### src/rtl/hazard_pkg.sv
// Shared definitions for the pipeline hazard/stall sequencer: FSM state encoding
// and the default data-memory wait timeout.
package hazard_pkg;

  typedef enum logic [1:0] {
    RUN      = 2'd0,
    MEM_WAIT = 2'd1,
    BR_FLUSH = 2'd2,
    ERR      = 2'd3
  } state_e;

  localparam int MEM_TIMEOUT_DEFAULT = 16;
  localparam int WAIT_CNT_W          = 8;

endpackage

### src/rtl/load_use_detect.sv
// Load-use comparator: flags an ID instruction that reads the register a load in EX
// is still fetching. Register $0 is hard-wired and never creates a dependency.
module load_use_detect (
  input  logic       ex_mem_read_i,
  input  logic [4:0] ex_rt_i,
  input  logic [4:0] id_rs_i,
  input  logic [4:0] id_rt_i,
  input  logic       id_uses_rt_i,
  output logic       load_use_o
);

  assign load_use_o = ex_mem_read_i && (ex_rt_i != 5'd0) &&
                      ((ex_rt_i == id_rs_i) || (id_uses_rt_i && (ex_rt_i == id_rt_i)));

endmodule

### src/rtl/hazard_stall_ctrl.sv
// Hazard and stall sequencer for the 5-stage MIPS pipeline: load-use bubbles, taken-branch
// flushes and data-memory freezes. Optional saturating statistics under HAZARD_STATS_EN.
module hazard_stall_ctrl
  import hazard_pkg::*;
#(
  parameter int MEM_TIMEOUT = MEM_TIMEOUT_DEFAULT,
  parameter int CNT_W       = 16
) (
  input  logic             clk,
  input  logic             reset,
  input  logic [4:0]       ID_Rs,
  input  logic [4:0]       ID_Rt,
  input  logic             ID_UsesRt,
  input  logic             EX_MemRead,
  input  logic [4:0]       EX_Rt,
  input  logic             MEM_BranchTaken,
  input  logic             MEM_MemAccess,
  input  logic             dmem_ready,
  output logic             PCWrite,
  output logic             IFID_Write,
  output logic             IFID_Flush,
  output logic             IDEX_Flush,
  output logic             EXMEM_Flush,
  output logic             Freeze,
  output logic             mem_timeout,
  output logic [1:0]       state_o
`ifdef HAZARD_STATS_EN
  ,
  output logic [CNT_W-1:0] stall_cnt,
  output logic [CNT_W-1:0] flush_cnt,
  output logic [CNT_W-1:0] wait_cnt
`endif
);

  if ((MEM_TIMEOUT < 2) || (MEM_TIMEOUT > 255) || (CNT_W < 1)) begin : g_param_check
    $error("hazard_stall_ctrl: MEM_TIMEOUT must be 2..255 and CNT_W at least 1");
  end

  localparam logic [WAIT_CNT_W-1:0] TIMEOUT_LIM = WAIT_CNT_W'(MEM_TIMEOUT);

  state_e                  state_q, state_d;
  logic [WAIT_CNT_W-1:0]   wcnt_q, wcnt_d;
  logic                    timeout_q, timeout_d;
  logic                    load_use;
  logic                    mem_stall;

  load_use_detect u_load_use_detect (
    .ex_mem_read_i (EX_MemRead),
    .ex_rt_i       (EX_Rt),
    .id_rs_i       (ID_Rs),
    .id_rt_i       (ID_Rt),
    .id_uses_rt_i  (ID_UsesRt),
    .load_use_o    (load_use)
  );

  assign mem_stall = MEM_MemAccess && !dmem_ready;

  always_comb begin
    // NOTE: every output and next-state value gets a default first so no path infers a latch.
    state_d     = state_q;
    wcnt_d      = wcnt_q;
    timeout_d   = timeout_q;
    PCWrite     = 1'b1;
    IFID_Write  = 1'b1;
    IFID_Flush  = 1'b0;
    IDEX_Flush  = 1'b0;
    EXMEM_Flush = 1'b0;
    Freeze      = 1'b0;

    unique case (state_q)
      RUN: begin
        if (mem_stall) begin
          Freeze     = 1'b1;
          PCWrite    = 1'b0;
          IFID_Write = 1'b0;
          state_d    = MEM_WAIT;
          wcnt_d     = WAIT_CNT_W'(1);
        end else if (MEM_BranchTaken) begin
          IFID_Flush  = 1'b1;
          IDEX_Flush  = 1'b1;
          EXMEM_Flush = 1'b1;
          state_d     = BR_FLUSH;
        end else if (load_use) begin
          // One bubble suffices: the load leaves EX on the next edge.
          PCWrite    = 1'b0;
          IFID_Write = 1'b0;
          IDEX_Flush = 1'b1;
        end
      end

      MEM_WAIT: begin
        if (dmem_ready) begin
          state_d = RUN;
          wcnt_d  = '0;
        end else begin
          Freeze     = 1'b1;
          PCWrite    = 1'b0;
          IFID_Write = 1'b0;
          if (wcnt_q == TIMEOUT_LIM) begin
            timeout_d = 1'b1;
            state_d   = ERR;
          end else begin
            wcnt_d = wcnt_q + 1'b1;
          end
        end
      end

      // ID holds the bubble just inserted, so no load-use check here.
      BR_FLUSH: state_d = RUN;

      ERR: begin
        Freeze     = 1'b1;
        PCWrite    = 1'b0;
        IFID_Write = 1'b0;
      end
    endcase
  end

  // NOTE: sequential state uses non-blocking assignments so all registers update together.
  always_ff @(posedge clk or posedge reset) begin
    if (reset) begin
      state_q   <= RUN;
      wcnt_q    <= '0;
      timeout_q <= 1'b0;
    end else begin
      state_q   <= state_d;
      wcnt_q    <= wcnt_d;
      timeout_q <= timeout_d;
    end
  end

  assign state_o     = state_q;
  assign mem_timeout = timeout_q;

`ifdef HAZARD_STATS_EN
  localparam logic [CNT_W-1:0] CNT_MAX = '1;

  logic             stall_evt, flush_evt;
  logic [CNT_W-1:0] stall_q, flush_q, wait_q;

  assign stall_evt = (state_q == RUN) && !mem_stall && !MEM_BranchTaken && load_use;
  assign flush_evt = (state_q == RUN) && !mem_stall && MEM_BranchTaken;

  always_ff @(posedge clk or posedge reset) begin
    if (reset) begin
      stall_q <= '0;
      flush_q <= '0;
      wait_q  <= '0;
    end else begin
      if (stall_evt && (stall_q != CNT_MAX)) stall_q <= stall_q + 1'b1;
      if (flush_evt && (flush_q != CNT_MAX)) flush_q <= flush_q + 1'b1;
      if ((state_q == MEM_WAIT) && (wait_q != CNT_MAX)) wait_q <= wait_q + 1'b1;
    end
  end

  assign stall_cnt = stall_q;
  assign flush_cnt = flush_q;
  assign wait_cnt  = wait_q;
`endif

endmodule

### config.mk
export PLATFORM = sky130hd
export DESIGN_NAME = hazard_stall_ctrl
export DESIGN_NICKNAME = d
export VERILOG_FILES = /design/src/rtl/hazard_pkg.sv /design/src/rtl/load_use_detect.sv /design/src/rtl/hazard_stall_ctrl.sv
export SDC_FILE = /design/constraint.sdc
export NUM_CORES = 1
export LEC_CHECK = 0
export ABC_AREA = 1
export BUFFER_PORTS_ARGS = -buffer_cell sky130_fd_sc_hd__buf_4
export CORE_MARGIN = 3
export CORE_UTILIZATION = 39
export CTS_BUF_LIST = sky130_fd_sc_hd__clkbuf_16
export DETAILED_ROUTE_END_ITERATION = 10
export PLACE_DENSITY = 0.62
export SYNTH_ARGS = -nofsm -noshare
export SYNTH_HDL_FRONTEND = slang
export SYNTH_HIERARCHICAL = 1
export SYNTH_SLANG_ARGS = --single-unit
### constraint.sdc
create_clock -name clk -period 1.7 [get_ports clk]
set_clock_uncertainty 0.2 [all_clocks]
set_input_delay 0.17 -clock clk [delete_from_list [all_inputs] [get_ports clk]]
set_output_delay 0.17 -clock clk [all_outputs]
set_load 0.02 [all_outputs]
==> flow_summary.rst <==
.. list-table::
   :header-rows: 1

   * - Metric
     - Value
   * - Detailed placer's ending HPWL
     - 2010 um
   * - Instance count along the most critical hold path
     - 4
   * - Number of buffers added on ports
     - 30
   * - Final Hold Slack
     - ~0.16 ns
   * - Min-delay worst type
     - primary input to flip-flop
   * - Count of antenna-violating nets left after detailed routing
     - 0
   * - Worst Max-Slew Pin Slew
     - between 0.5 and 0.6 ns
   * - Layout-stage area growth over the synthesis result
     - 55.1%
   * - Final std cells w/o fill
     - between 200 and 300
   * - Number of buffers inserted during clock tree synthesis
     - 3
   * - Part of the cycle the worst path needs
     - 101%
   * - Syn Nets
     - 203
   * - P_leak
     - roughly 0.87 nW
   * - Worst skew pair latency
     - around 0.23 ns
   * - Chip height
     - approximately 59 um
   * - Yosys warns
     - 6
   * - Total Routing Usage GR
     - 16.4%
   * - Final setup violation count
     - 6
   * - Share of layout cells above drive strength 1
     - approximately two fifths
   * - Final weighted congestion in routability-driven placement
     - approximately 0.8
   * - RSZ-0062 raised after global routing
     - yes
   * - Syn Area/Cell
     - between 6 and 7 sq um
   * - Cells after synthesis
     - around 170
   * - CP Launch Type
     - flip-flop
   * - Adder-cell share of the synthesized area
     - under 10%
   * - Min-Delay Startpoint
     - dmem_ready
   * - Critical-path maximum fanout
     - 4
   * - Max Cap Violations
     - 0
   * - Final core occ
     - 65.6%
   * - Inst Count DP
     - 236
   * - Max Clock Freq
     - just under 600 MHz
   * - CTS Root Cell
     - sky130_fd_sc_hd__clkbuf_16
   * - Worst Path Class, Setup
     - flip-flop to output pin
   * - Worst-case clock buffer depth
     - 2
   * - CORE AREA
     - 0.00257 sq mm
   * - Ports placed on the boundary
     - 31
   * - Total number of H-tree levels
     - 1
   * - WP data arrival
     - approximately 1.3 ns
   * - First-pass detailed-route iteration total
     - 4
   * - Diode count
     - 0
   * - Syn Std Cell Area
     - 0.00109 sq mm
   * - Xor and xnor area share after synthesis
     - 1.61%
   * - Number of max-slew violations in the final report
     - 0
   * - Type of destination of the critical path
     - output pin
   * - Row Count
     - 18
   * - Violated checks
     - negative setup slack
   * - Normalized max-slew margin
     - 65.5%
   * - Average vias per placed instance
     - ~4.6
   * - Number of hold violations in the final report
     - 0
   * - Worst R2R Path Depth
     - 8
   * - Post-synthesis cell type count
     - 23
   * - Required time reported for the critical path endpoint
     - about 1.3 ns
   * - Sequential-to-total area share from yosys stat
     - 25.3%
   * - Global-route wire length before repair
     - ~4500 um
   * - Dominant combinational cell family by area after synthesis
     - simple AND/OR/NAND/NOR gates
   * - Capture instance of the worst register-to-register path
     - wcnt_q[2]$_DFFE_PP0P_
   * - Clock transition at path regs
     - ~0.040 ns
   * - Average routed wire per standard cell
     - approximately 11 um
   * - Register-to-register setup slack
     - -0.01 ns
   * - Count of unresolved DRC violations after routing
     - 0
   * - Die Outline Area
     - about 0.0035 sq mm
   * - Horizontal die dimension
     - approximately 59 um
   * - Simple-Gate Fraction of Synth Area
     - 38.6%
   * - Final min period
     - 1.71 ns
   * - Global route overflow
     - 0
   * - Number of global-route vias before repair
     - between 1000 and 1500
   * - Compound-Gate Fraction of Synth Area
     - between 10 and 15%
   * - Number of clock sinks
     - 11
   * - CTS tree
     - done
   * - Net count reported at finish
     - ~250
   * - Flip-flop and latch count after synthesis
     - 11
   * - DRC marker count from the first detailed-route iteration
     - 38
   * - Number of antenna violations at the first check in global routing
     - 0
   * - Number of inserted filler cells in the final layout
     - 221
   * - Initial Util
     - between 40% and 50%
   * - Total power per unit cell area
     - roughly 1200 mW/mm^2
   * - Vias after detailed routing
     - ~1200
   * - Worst-case hold path end point
     - wcnt_q[6]$_DFFE_PP0P_
   * - Total routed wirelength
     - 2800 um
   * - Setup ws final
     - -0.0148 ns
   * - Run status
     - finished, violations left
   * - Worst-case vdd ir drop
     - between 0.001 and 0.0015 V
   * - Portion of netlist area occupied by mux cells
     - 0%
   * - Reg2Reg Launch Point
     - wcnt_q[0]$_DFFE_PP0P_
   * - Pin count of the biggest net entering global routing
     - 17
cells in the mapped netlist:
master                     instances  share of area (%)
sky130_fd_sc_hd__nand3_1          11                5.1
sky130_fd_sc_hd__nand4_1           4                2.3
sky130_fd_sc_hd__o21ai_0           7                3.2
sky130_fd_sc_hd__nor2_4            1                1.0
sky130_fd_sc_hd__xor2_1            1               0.81
sky130_fd_sc_hd__dfrtp_1          11                 25
sky130_fd_sc_hd__buf_4             2                1.4
sky130_fd_sc_hd__inv_1            29                 10
sky130_fd_sc_hd__nand2_1          59                 20
sky130_fd_sc_hd__a21oi_1           5                2.3
sky130_fd_sc_hd__ha_1              7                8.1
sky130_fd_sc_hd__nand2_2           1               0.58
sky130_fd_sc_hd__o21ai_2           5                4.0
sky130_fd_sc_hd__nor3_2            1               0.92
sky130_fd_sc_hd__nand3_2           1               0.92
sky130_fd_sc_hd__o21bai_1          2                1.4
sky130_fd_sc_hd__nand2_4           1                1.0
sky130_fd_sc_hd__nor3_1            1               0.46
sky130_fd_sc_hd__xnor2_1           1               0.81
sky130_fd_sc_hd__buf_12            1                1.8
sky130_fd_sc_hd__inv_2             5                1.7
sky130_fd_sc_hd__o21ai_1           1               0.46
sky130_fd_sc_hd__nor2_1           17                5.9
critical path, stage by stage, from the launching register on:
cell and delay [ns]:
sky130_fd_sc_hd__dfrtp_2 0.45, sky130_fd_sc_hd__buf_6 0.14, sky130_fd_sc_hd__ha_1 0.19, sky130_fd_sc_hd__nor2_2 0.12, sky130_fd_sc_hd__a21oi_2 0.06, sky130_fd_sc_hd__buf_4 0.15
registers in the layout (all words and copies together) (netlist names):
register,flops
mem_timeout,1
state_o,2
wcnt_q,8
power breakdown:
| group | switching [W] | internal (W) |
|---|---|---|
| sequential | 0.0000538 | 0.000308 |
| clock | 0.000110 | 0.000308 |
| combinational | 0.000656 | 0.000580 |
| total | 0.000819 | 0.00120 |
logic make-up after synthesis:
logic type | Yosys count
AO/OA/AOI/OAI | 20
flip-flops | 11
AND/OR/NAND/NOR | 97
XOR/XNOR | 2
buffers and inverters | 37
adder cells (fa/ha/maj) | 7
routing by layer:
layer | global-route usage (%) | vias up | routed length, um
met1 | 18.8 | 520 | 1230
met4 | 4.21 | 0 | 12
met2 | 29.7 | 17 | 1470
met3 | 4.61 | 2 | 95
met5 | 0 | - | 0
li1 | - | 630 | -
worst max-delay path by stage:
stage | depth (start not counted) | slack (ns) | to | startpoint
global route | 9 | -0.09 | wcnt_q[7]$_DFFE_PP0P_ | wcnt_q[1]$_DFFE_PP0P_
CTS | 7 | -0.03 | Freeze | state_o[1]$_DFFE_PP0P_
floorplan | 5 | 0.003 | PCWrite | state_o[0]$_DFFE_PP0P_
global placement | 9 | 0.09 | wcnt_q[7]$_DFFE_PP0P_ | state_o[1]$_DFFE_PP0P_
finish | 5 | -0.01 | Freeze | state_o[0]$_DFFE_PP0P_
detailed placement | 9 | 0.07 | wcnt_q[7]$_DFFE_PP0P_ | state_o[1]$_DFFE_PP0P_
placed cells by master, fill, tap and decap left out, types with 4 or more instances in the layout:
master / count
sky130_fd_sc_hd__buf_4: 41
sky130_fd_sc_hd__buf_6: 4
sky130_fd_sc_hd__dfrtp_1: 9
sky130_fd_sc_hd__inv_1: 26
sky130_fd_sc_hd__inv_2: 6
sky130_fd_sc_hd__nand2_1: 53
sky130_fd_sc_hd__nand2_2: 5
sky130_fd_sc_hd__nand3_1: 11
sky130_fd_sc_hd__nand4_1: 4
sky130_fd_sc_hd__nor2_1: 14
sky130_fd_sc_hd__o21ai_0: 4
sky130_fd_sc_hd__o21ai_2: 4
repair_timing:
action                                 4_1_cts  5_1_grt
gates resized for setup                     12       25
pin swaps                                    6       11
endpoints found under the hold margin       11        0
cloned                                       0        1
setup buffers                                3        7
hold buffers                                 1        0
setup endpoints to repair                    6       14
area by class of cell:
cell class	count	area (sq um)	share of cell area [%]
Timing Repair Buffer	46	363	21.5
Inverter	34	135	8.02
Tap cell	30	37.5	2.23
Clock inverter	1	3.75	0.223
Clock buffer	3	75.1	4.46
Multi-Input combinational cell	127	792	47.0
Sequential cell	11	278	16.5
stage by stage:
stage / instance area, sq um / power (W) / setup slack [ns] / TNS (ns)
after detailed placement: 1370 / 0.00116 / 0.0702 / 0
after global placement: 1370 / 0.00115 / 0.0884 / 0
after global routing: 1680 / 0.00217 / -0.0938 / -0.866
after floorplan: 1100 / 0.000943 / 0.00319 / 0
final: 1680 / 0.00202 / -0.0148 / -0.0629
after CTS: 1520 / 0.00174 / -0.0259 / -0.0683
No activity file was read; power rests on OpenSTA's default activity.
